### config.mk
export PLATFORM = sky130hd
export DESIGN_NAME = result_writer
export DESIGN_NICKNAME = d
export VERILOG_FILES = /design/src/rtl/result_writer.sv
export SDC_FILE = /design/constraint.sdc
export NUM_CORES = 1
export LEC_CHECK = 0
export ABC_AREA = 1
export CORE_ASPECT_RATIO = 0.8
export CORE_MARGIN = 1.5
export CORE_UTILIZATION = 48
export DETAILED_ROUTE_END_ITERATION = 10
export PLACE_DENSITY_LB_ADDON = 0.2
export SLEW_MARGIN = 20
export SYNTH_ARGS = -nofsm -noshare
export SYNTH_HDL_FRONTEND = slang
export SYNTH_SLANG_ARGS = --single-unit
### constraint.sdc
create_clock -name clk -period 2 [get_ports clk]
set_input_delay 0.3 -clock clk [delete_from_list [all_inputs] [get_ports clk]]
set_output_delay 0.3 -clock clk [all_outputs]
set_load 0.1 [all_outputs]
### src/rtl/result_writer.sv
// Result writer: 4-entry FIFO that gathers engine results for one batch,
// then drains them in write order to a valid/ready consumer.
// Ports:
//   clk, rst (async, active-low)
//   wr_req/wr_data        upstream results
//   done                  end-of-batch pulse
//   out_valid/out_ready   downstream handshake
//   out_data/out_last     oldest word, final-word flag
//   batch_done            one-cycle drain-complete pulse
//   count/full/empty      occupancy
//   overflow              sticky dropped-write flag
module result_writer #(
  parameter int WIDTH = 16,
  parameter int DEPTH = 4
) (
  input  logic             clk,
  input  logic             rst,
  input  logic             wr_req,
  input  logic [WIDTH-1:0] wr_data,
  input  logic             done,
  input  logic             out_ready,
  output logic             out_valid,
  output logic [WIDTH-1:0] out_data,
  output logic             out_last,
  output logic             batch_done,
  output logic [2:0]       count,
  output logic             full,
  output logic             empty,
  output logic             overflow
);

  typedef enum logic [1:0] {
    COLLECT = 2'd0,
    DRAIN   = 2'd1,
    FIN     = 2'd2
  } state_t;

  state_t           state_q, state_d;
  logic [1:0]       wr_ptr_q, wr_ptr_d;
  logic [1:0]       rd_ptr_q, rd_ptr_d;
  logic [2:0]       cnt_q, cnt_d;
  logic             ovf_q, ovf_d;
  logic [WIDTH-1:0] mem_q [DEPTH];
  logic [WIDTH-1:0] mem_d [DEPTH];

  logic wr_en;
  logic drop;
  logic hs;

  assign count = cnt_q;
  assign full  = (cnt_q == 3'd4);
  assign empty = (cnt_q == 3'd0);
  assign overflow = ovf_q;
  assign out_data = mem_q[rd_ptr_q];

  assign wr_en = (state_q == COLLECT) && wr_req && !full;
  assign drop  = wr_req && !wr_en;
  assign hs    = out_valid && out_ready;

  // State register
  always_ff @(posedge clk or negedge rst) begin
    if (!rst) begin
      state_q  <= COLLECT;
      wr_ptr_q <= 2'd0;
      rd_ptr_q <= 2'd0;
      cnt_q    <= 3'd0;
      ovf_q    <= 1'b0;
    end else begin
      state_q  <= state_d;
      wr_ptr_q <= wr_ptr_d;
      rd_ptr_q <= rd_ptr_d;
      cnt_q    <= cnt_d;
      ovf_q    <= ovf_d;
    end
  end

  // Storage is left unreset; out_data is ignored while out_valid=0.
  always_ff @(posedge clk) begin
    for (int i = 0; i < DEPTH; i++) begin
      mem_q[i] <= mem_d[i];
    end
  end

  always_comb begin
    for (int i = 0; i < DEPTH; i++) begin
      mem_d[i] = mem_q[i];
    end
    if (wr_en) begin
      mem_d[wr_ptr_q] = wr_data;
    end
  end

  // Pointers, occupancy and sticky overflow.
  // wr_en (COLLECT) and hs (DRAIN) are mutually exclusive.
  always_comb begin
    wr_ptr_d = wr_ptr_q;
    rd_ptr_d = rd_ptr_q;
    cnt_d    = cnt_q;
    ovf_d    = ovf_q | drop;
    if (wr_en) begin
      wr_ptr_d = wr_ptr_q + 2'd1;
      cnt_d    = cnt_q + 3'd1;
    end
    if (hs) begin
      rd_ptr_d = rd_ptr_q + 2'd1;
      cnt_d    = cnt_q - 3'd1;
    end
  end

  // Next-state logic. A write coinciding with done joins the batch,
  // so an empty FIFO plus a same-cycle write still drains.
  always_comb begin
    state_d = state_q;
    unique case (state_q)
      COLLECT: begin
        if (done) begin
          if (!empty || wr_en) state_d = DRAIN;
          else                 state_d = FIN;
        end
      end
      DRAIN: begin
        if (hs && out_last) state_d = FIN;
      end
      FIN: state_d = COLLECT;
      default: state_d = COLLECT;
    endcase
  end

  // Output logic
  always_comb begin
    out_valid  = 1'b0;
    out_last   = 1'b0;
    batch_done = 1'b0;
    unique case (state_q)
      COLLECT: ;
      DRAIN: begin
        out_valid = !empty;
        out_last  = (cnt_q == 3'd1);
      end
      FIN: batch_done = 1'b1;
      default: ;
    endcase
  end

endmodule

-- Word-level counts from Yosys, hierarchy flattened
Memory sizes are Yosys's and may differ from the RTL's.
Index checks and enable logic that the tools add are counted.
- equality and inequality tests: 6
- shifts and indexed selects: 0
- div/mod/pow operators: 0
- $lt $le $gt $ge: 2
- add/sub/neg operators: 4
- reductions and logical operators: 14
- muxes and demuxes: 13
- $mul: 0
- bitwise operators: 2
- operators with widths (cell ; number):
    $bwmux W64 ; 1
    $mux W64 ; 1
    $demux W16 S2 ; 1
    $mux W16 ; 1
    $logic_and A1 B1 Y1 ; 6
    $mux W2 ; 3
    $mux W3 ; 2
    $add A2 B1 Y2 const B ; 2
    $ne A2 B2 Y1 const B ; 2
    $pmux W2 S2 ; 1
    $add A3 B1 Y3 const B ; 1
    $eq A3 B1 Y1 const B ; 1
    $eq A3 B3 Y1 const B ; 1
    $ge A3 B3 Y1 const B ; 1
    $logic_not A1 Y1 ; 3
    $logic_not A3 Y1 ; 1
    $lt A3 B1 Y1 const B ; 1
    $mux W1 ; 3
    $not A2 Y3 ; 1
    $sub A3 B1 Y3 const B ; 1
    $eq A2 B1 Y1 const B ; 1
    $eq A2 B2 Y1 const B ; 1
    $logic_not A2 Y1 ; 1
    $reduce_and A2 Y1 ; 1
    other kinds (3) ; 3
- register bits: 10
- bits of input ports: 21
- word-level logic and storage cells: 47
- memory bits (read-only): 0
- bits in latches: 0
- bits in writable memories: 64
- memories kept: 1
- memories (memory ; depth ; width ; read ports ; clocked after Yosys merged registers in ; wr ports ; RTL line ; text):
    mem_q ; 4 ; 16 ; 5 ; 0 ; 4 ; 43 ; logic [WIDTH-1:0] mem_q [DEPTH];

-- Depth between registers and ports, before layout
Gate-level depths: netlist of run 1.
- word-level depth: 7
- depth in mapped cells: 7
- depth with buffers taken out: 7

-- Worst setup path after synthesis of run 1
No wires, ideal clock.
- path type: reg2reg
- from: register cnt_q[0] (netlist: count[0])
- to: register rd_ptr_q[1]
- arrival time: 2.859 ns
- slack: -0.928 ns
- stages on the path, launching flop included: 8
- clock period less this slack: 2.928 ns
- required time: 1.931 ns
- cells stage by stage: dfrtp_1 -> inv_1 -> ha_1 -> nand2_1 -> inv_1 -> nor2_4 -> nand4_1 -> nand2_1
- word-level cells in the longest chain between the ends: 4
- ends and longest elaborated chain (item ; RTL line ; text):
    start: declaration ; 41 ; logic [2:0] cnt_q, cnt_d;
    start signal: assignment ; 72 ; cnt_q <= cnt_d;
    $logic_not A3 Y1 ; 52 ; assign empty = (cnt_q == 3'd0);
    named net empty ; 28 ; output logic empty,
    $logic_not A1 Y1 ; 137 ; out_valid = !empty;
    $mux W1 ; 134 ; unique case (state_q)
    named net out_valid ; 22 ; output logic out_valid,
    $logic_and A1 B1 Y1 ; 58 ; assign hs = out_valid && out_ready;
    end signal: assignment ; 71 ; rd_ptr_q <= rd_ptr_d;
    end: declaration ; 40 ; logic [1:0] rd_ptr_q, rd_ptr_d;
The timed path passes the listed nets, and every way through them passes these cells.
A chain may end at the register's enable or synchronous reset.

-- Final worst setup path of run 1
- from: register rd_ptr_q[0]
- to: output port out_data[2]
- word-level cells in the longest chain between the ends: 1
- ends and longest elaborated chain (item ; RTL line ; text):
    $mem_v2 Z4 W16 ; - ;
    end: declaration ; 23 ; output logic [WIDTH-1:0] out_data,
Every way passes these cells.

==> results of run 1 <==
-- logic make-up (layout without fill, tap and decap cells) --
kind of cell / Yosys count / after routing / synth area share (%)
AOI/OAI and AO/OA: 53 / 53 / 9.71
DFF: 74 / 74 / 72.0
adders and majority gates: 8 / 8 / 3.32
xor gates and xnor gates: 2 / 2 / 0.581
buffers and inverters: 24 / 88 / 3.57
and+or+nand+nor: 68 / 68 / 10.8
-- timing repair --
action	in CTS	in global routing
setup endpoints to repair	16	13
gates cloned	0	0
buffers inserted	0	1
gates resized for setup	3	6
pin swaps	0	1
-- metrics by stage --
stage                     area (um^2)  hold WS (ns)  util, %
after floorplan                  3200       0.00441        -
after global placement           4030         0.468     67.4
after detailed placement         4030         0.447     67.4
after CTS                        4260         0.280     71.2
after global routing             4290         0.288     71.8
final                            4290         0.281     71.8
-- path summary, 6_finish.rpt --
path	start	end	slack [ns]	cells past startpoint
hold / removal	rst	count[2]	0.28	1
min in group clk	overflow	overflow	0.46	1
hold reg to reg	overflow	overflow	0.46	1
setup reg to reg	count[1]	mem_q[0][6]	0.31	6
max in group asynchronous	rst	count[0]	1.35	1
setup / recovery	rd_ptr_q[0]	out_data[2]	0.09	5
-- worst reg2reg max path, stage by stage, from the launching register on --
cell and delay [ns]:
dfrtp_4 0.46, inv_4 0.06, ha_4 0.16, nand2_1 0.14, nand3_2 0.23, nor2_4 0.17, buf_12 0.17
-- registers in the layout, indices dropped and copies added (netlist names) --
signal and count:
mem_q 64, count 3, rd_ptr_q 2, state_q 2, wr_ptr_q 2, overflow 1
-- placed cells by master, fill, tap and decap left out, drive strengths merged, types with 4 or more instances in the layout --
master / count
buf: 37
clkbuf: 9
clkdlybuf4s50: 20
clkinvlp: 4
dfrtp: 10
edfxtp: 64
ha: 8
inv: 14
nand2: 14
nand3: 7
nand4: 4
nor2: 42
o21ai: 34
o22ai: 17
-- layout make-up --
class,count,area [um^2]
tap,81,101
clock inverter,7,92.6
multi-input combinational,131,896
fill,401,1680
timing repair buffer,57,820
inverter,15,73.8
sequential,74,2180
clock buffer,9,124
-- per-layer routing --
metal,vias to the layer above,GRT usage (%),wire length [um]
li1,947,-,-
met1,945,24.9,2720
met2,47,31.3,2930
met3,10,5.69,285
met4,0,10.2,110
met5,-,0,0
==> results.json, run 1 <==
{
  "cp_num_buf_inv": 3,
  "worst_pin_slew_ns": 0.493,
  "yosysMostFrequentCell": "edfxtp_1",
  "port_buffers": 45,
  "clock_sinks": 74,
  "die_w_um": 91.6,
  "synth-seq-area-share_pct": 72.0,
  "grt_usage_pct": 19.7,
  "place_congestion": 0.732,
  "fmax_mhz": 523,
  "firstDrtPassIters": 4,
  "post-route-min-period_ns": 1.91,
  "required_ns": 1.70,
  "worstSetupPathType": "flop to primary output",
  "cts_made_buffers": 9,
  "start_util_pct": 50.5,
  "grt_pass1_vias": 1874,
  "synth_area_per_cell_um2": 13.2,
  "cpPeakStageDelay_ns": 0.45,
  "synth_common_cells": "edfxtp_1, nor2_1, o21ai_0, o22ai_1",
  "path_delay_family": "buffers and inverters",
  "setup_tns_ns": 0,
  "grt_max_degree": 34,
  "cts-hold-fix-buffers": 0,
  "arrival_ns": 1.61,
  "syn-cell-area_um2": 3020,
  "rsz0062_at_grt": "false",
  "synth_flop_cell": "edfxtp_1",
  "fin_crit_sh_pct": 95.7,
  "vias": 1949,
  "drtAntennaViolNets": 0,
  "skew_ns": 0.00508,
  "vias_per_cell": 5.21,
  "drtIter0Drc": 124,
  "remaining_drc_errors": 0,
  "grt_pass1_wl_mm": 9.53,
  "clkTransAtPathRegs_ns": 0.07,
  "io_pins": 46,
  "worstSetupEndpointType": "primary output",
  "cap_viol_max_count": 0,
  "core_area_um2": 5970,
  "path_cells": "inv_6, buf_4, nor2_1, o22ai_2, buf_12",
  "hpwlAfterDp_mm": 3.98,
  "gr-total-overflow": 0,
  "wl_mm": 6.05,
  "antenna_found_initial": 0,
  "synth_cell_types": 22,
  "synth_nets": 258,
  "min_path_type": "primary input to asynchronous set/reset pin",
  "cts_tree": "yes",
  "slowest_stage": "dfrtp_2",
  "antenna_cells": 0,
  "status": "completed",
  "clock_path_buffers": 2,
  "synth_area_leaders": "edfxtp_1, dfrtp_1, nor2_1",
  "drive_above_1_share_pct": 32.1,
  "crit_path_start_kind": "flop",
  "synthToLayoutAreaGrowth_pct": 42.3,
  "dieArea_um2": 6770,
  "dp.cells": 357,
  "yosys_warnings": 0,
  "postSynthCellCount": 229,
  "netlist.area_leader.share_pct": 63.7,
  "ys_ff_latch": 74,
  "cp_max_fo": 16,
  "routedWlPerCell_um": 16.2,
  "async_reset_ff_share_pct": 13.5,
  "finalNetCount": 317,
  "synth_edf_count": 64,
  "root_buffer": "clkbuf_8",
  "preCtsSetupSlack_ns": 0.261,
  "drv_slew": 0,
  "die_h_um": 73.9,
  "row_count": 25,
  "insertion_delay_ns": 0.35,
  "hold_viol": 0,
  "final_cells": 374,
  "setup_ws_ns": 0.0862,
  "finalSetupViolCount": 0,
  "maxSlewHeadroom_pct": 67.0,
  "cts.htree.levels": 3,
  "yosysTopAreaCell": "edfxtp_1"
}
Power of run 1 is not shown: default switching activity piles up to over one toggle a cycle in this logic, so the estimate is an artifact.
==> run 2, diff against run 1 <==
--- a/config.mk
+++ b/config.mk
@@ -8,10 +8,10 @@
 export ABC_AREA = 1
 export CORE_ASPECT_RATIO = 0.8
 export CORE_MARGIN = 1.5
-export CORE_UTILIZATION = 48
+export CORE_UTILIZATION = 53
 export DETAILED_ROUTE_END_ITERATION = 10
 export PLACE_DENSITY_LB_ADDON = 0.2
-export SLEW_MARGIN = 20
+export SLEW_MARGIN = 10
 export SYNTH_ARGS = -nofsm -noshare
 export SYNTH_HDL_FRONTEND = slang
 export SYNTH_SLANG_ARGS = --single-unit
==> constraint.sdc (replaced) <==
create_clock -name clk -period 1.77 [get_ports clk]
set_input_delay 0.2655 -clock clk [delete_from_list [all_inputs] [get_ports clk]]
set_output_delay 0.2655 -clock clk [all_outputs]
set_load 0.1 [all_outputs]
==> run 2 against run 1 <==
Against the previous run: the run now ends with setup timing left; non-clock buffer count increased by 13; first-iteration DRC count grew 19%; utilization increased by 15 points; global-route usage grew 7.3 points; setup slack worse by 0.12 ns; wire length increased by 26%; critical endpoint is now out_data[14]; final cell count increased by 2.7%; critical path depth unchanged; sequential share of layout area down 4.8 points.
==> results.json, run 2 (synthesis results as in run 1) <==
{
  "status": "finished with violations",
  "violations": "setup timing",
  "place_congestion": 0.933,
  "grt_max_degree": 21,
  "rsz0062_at_grt": "true",
  "die_w_um": 87.3,
  "cts_tree": "yes",
  "finalSetupViolCount": 18,
  "hold_viol": 0,
  "crit_path_start": "rd_ptr_q[0]",
  "r2r-end": "mem_q[2][1]",
  "insertion_delay_ns": 0.34,
  "cpPeakStageDelay_ns": 0.46,
  "wl_mm": 7.59,
  "drtIter0Drc": 147,
  "vias": 2167,
  "remaining_drc_errors": 0,
  "skew_ns": 0.00619,
  "setup_tns_ns": -0.390,
  "post-route-min-period_ns": 1.81,
  "antenna_cells": 0,
  "clock_path_buffers": 2,
  "cp_max_fo": 13,
  "worstSetupPathType": "flop to primary output",
  "cts_made_buffers": 9,
  "setup_ws_ns": -0.0384,
  "maxSlewHeadroom_pct": 64.0,
  "drive_above_1_share_pct": 46.1,
  "grt_pass1_wl_mm": 11.9,
  "top_register": "mem_q",
  "io_pins": 46,
  "rr_worst_depth": 6,
  "required_ns": 1.50,
  "cts.htree.levels": 3,
  "firstDrtPassIters": 4,
  "row_count": 24,
  "finalNetCount": 330,
  "hpwlAfterDp_mm": 4.55,
  "root_buffer": "clkbuf_8",
  "gr-total-overflow": 0,
  "worstSetupEndpointType": "primary output",
  "arrival_ns": 1.54,
  "mostFrequentLayoutCells": "edfxtp_1, buf_12, nor2_1, clkdlybuf4s50_1, o21ai_2",
  "dieArea_um2": 6150,
  "clkTransAtPathRegs_ns": 0.07,
  "grt_pass1_vias": 2300,
  "start_util_pct": 55.2,
  "clock_sinks": 74,
  "cp_common_cell": "buf_12",
  "core_area_um2": 5470,
  "synthToLayoutAreaGrowth_pct": 57.1,
  "path_cells": "clkinv_4, buf_12, nor2_2, o22ai_4, buf_12",
  "drv_slew": 0,
  "layout_commonest_cell": "edfxtp_1",
  "crit_path_start_kind": "flop",
  "min_path_type": "primary input to asynchronous set/reset pin",
  "r2r_start": "count[0]",
  "die_h_um": 70.5,
  "cap_viol_max_count": 0,
  "largest_reg_flops": 64,
  "drtAntennaViolNets": 0,
  "port_buffers": 45,
  "routedWlPerCell_um": 19.8,
  "r2r_slack_ns": 0.04,
  "worst_pin_slew_ns": 0.538,
  "fmax_mhz": 553,
  "antenna_found_initial": 0,
  "fin_crit_sh_pct": 102,
  "vias_per_cell": 5.64,
  "grt_usage_pct": 27.0,
  "slowest_stage": "dfrtp_2"
}
==> run 2: worst max path at each step <==
stage / cells past startpoint / endpoint / slack (ns)
2_1_floorplan: 7 / rd_ptr_q[1] / -0.61
3_3_place_gp: 4 / mem_q[0][3] / 0.11
3_5_place_dp: 4 / out_data[2] / 0.08
4_1_cts: 5 / out_data[11] / -0.05
5_1_grt: 5 / out_data[2] / -0.08
6_report: 5 / out_data[14] / -0.04
==> run 2: layout make-up <==
class | instances | area [um^2]
clock inverters | 7 | 83.8
flip-flops and latches | 74 | 2180
repair buffers | 70 | 1010
inverters | 15 | 77.6
multi-input cells | 131 | 1160
well taps | 78 | 97.6
fillers | 242 | 729
clock buffers | 9 | 124
==> run 2: metrics by stage <==
step / setup slack [ns] / cells / hold slack (ns) / area, um^2 / utilization (%)
2_1_floorplan: -0.607 / 229 / -0.0301 / 3320 / -
3_3_place_gp: 0.113 / 357 / 0.502 / 4220 / 77.2
3_5_place_dp: 0.0809 / 357 / 0.515 / 4220 / 77.2
4_1_cts: -0.0462 / 382 / 0.257 / 4620 / 84.6
5_1_grt: -0.0842 / 384 / 0.272 / 4740 / 86.7
6_report: -0.0384 / 384 / 0.268 / 4740 / 86.7
==> run 2: what timing repair did <==
| item | in CTS | in global routing |
|---|---|---|
| pin swaps | 7 | 2 |
| gates cloned | 1 | 0 |
| setup endpoints to repair | 19 | 19 |
| setup buffers | 9 | 2 |
| hold buffers | 0 | 0 |
| resized for setup | 45 | 26 |
==> run 2: metal layers <==
| metal | wire, um | vias up | share of wire [%] | GRT usage [%] |
|---|---|---|---|---|
| met1 | 3000 | 1092 | 39 | 35.8 |
| met5 | 0 | - | 0 | 0 |
| li1 | - | 968 | - | - |
| met4 | 152 | 0 | 2.0 | 11.5 |
| met2 | 3950 | 92 | 52 | 40.9 |
| met3 | 492 | 15 | 6.5 | 8.75 |
==> run 2: worst max-delay path, delay by kind of cell, from the launching register on <==
kind | cells | cell delay, ns
simple gates | 1 | 0.06
flops | 1 | 0.46
compound gates | 1 | 0.21
buf+inv | 3 | 0.47
Power of run 2 is left out for the same reason.
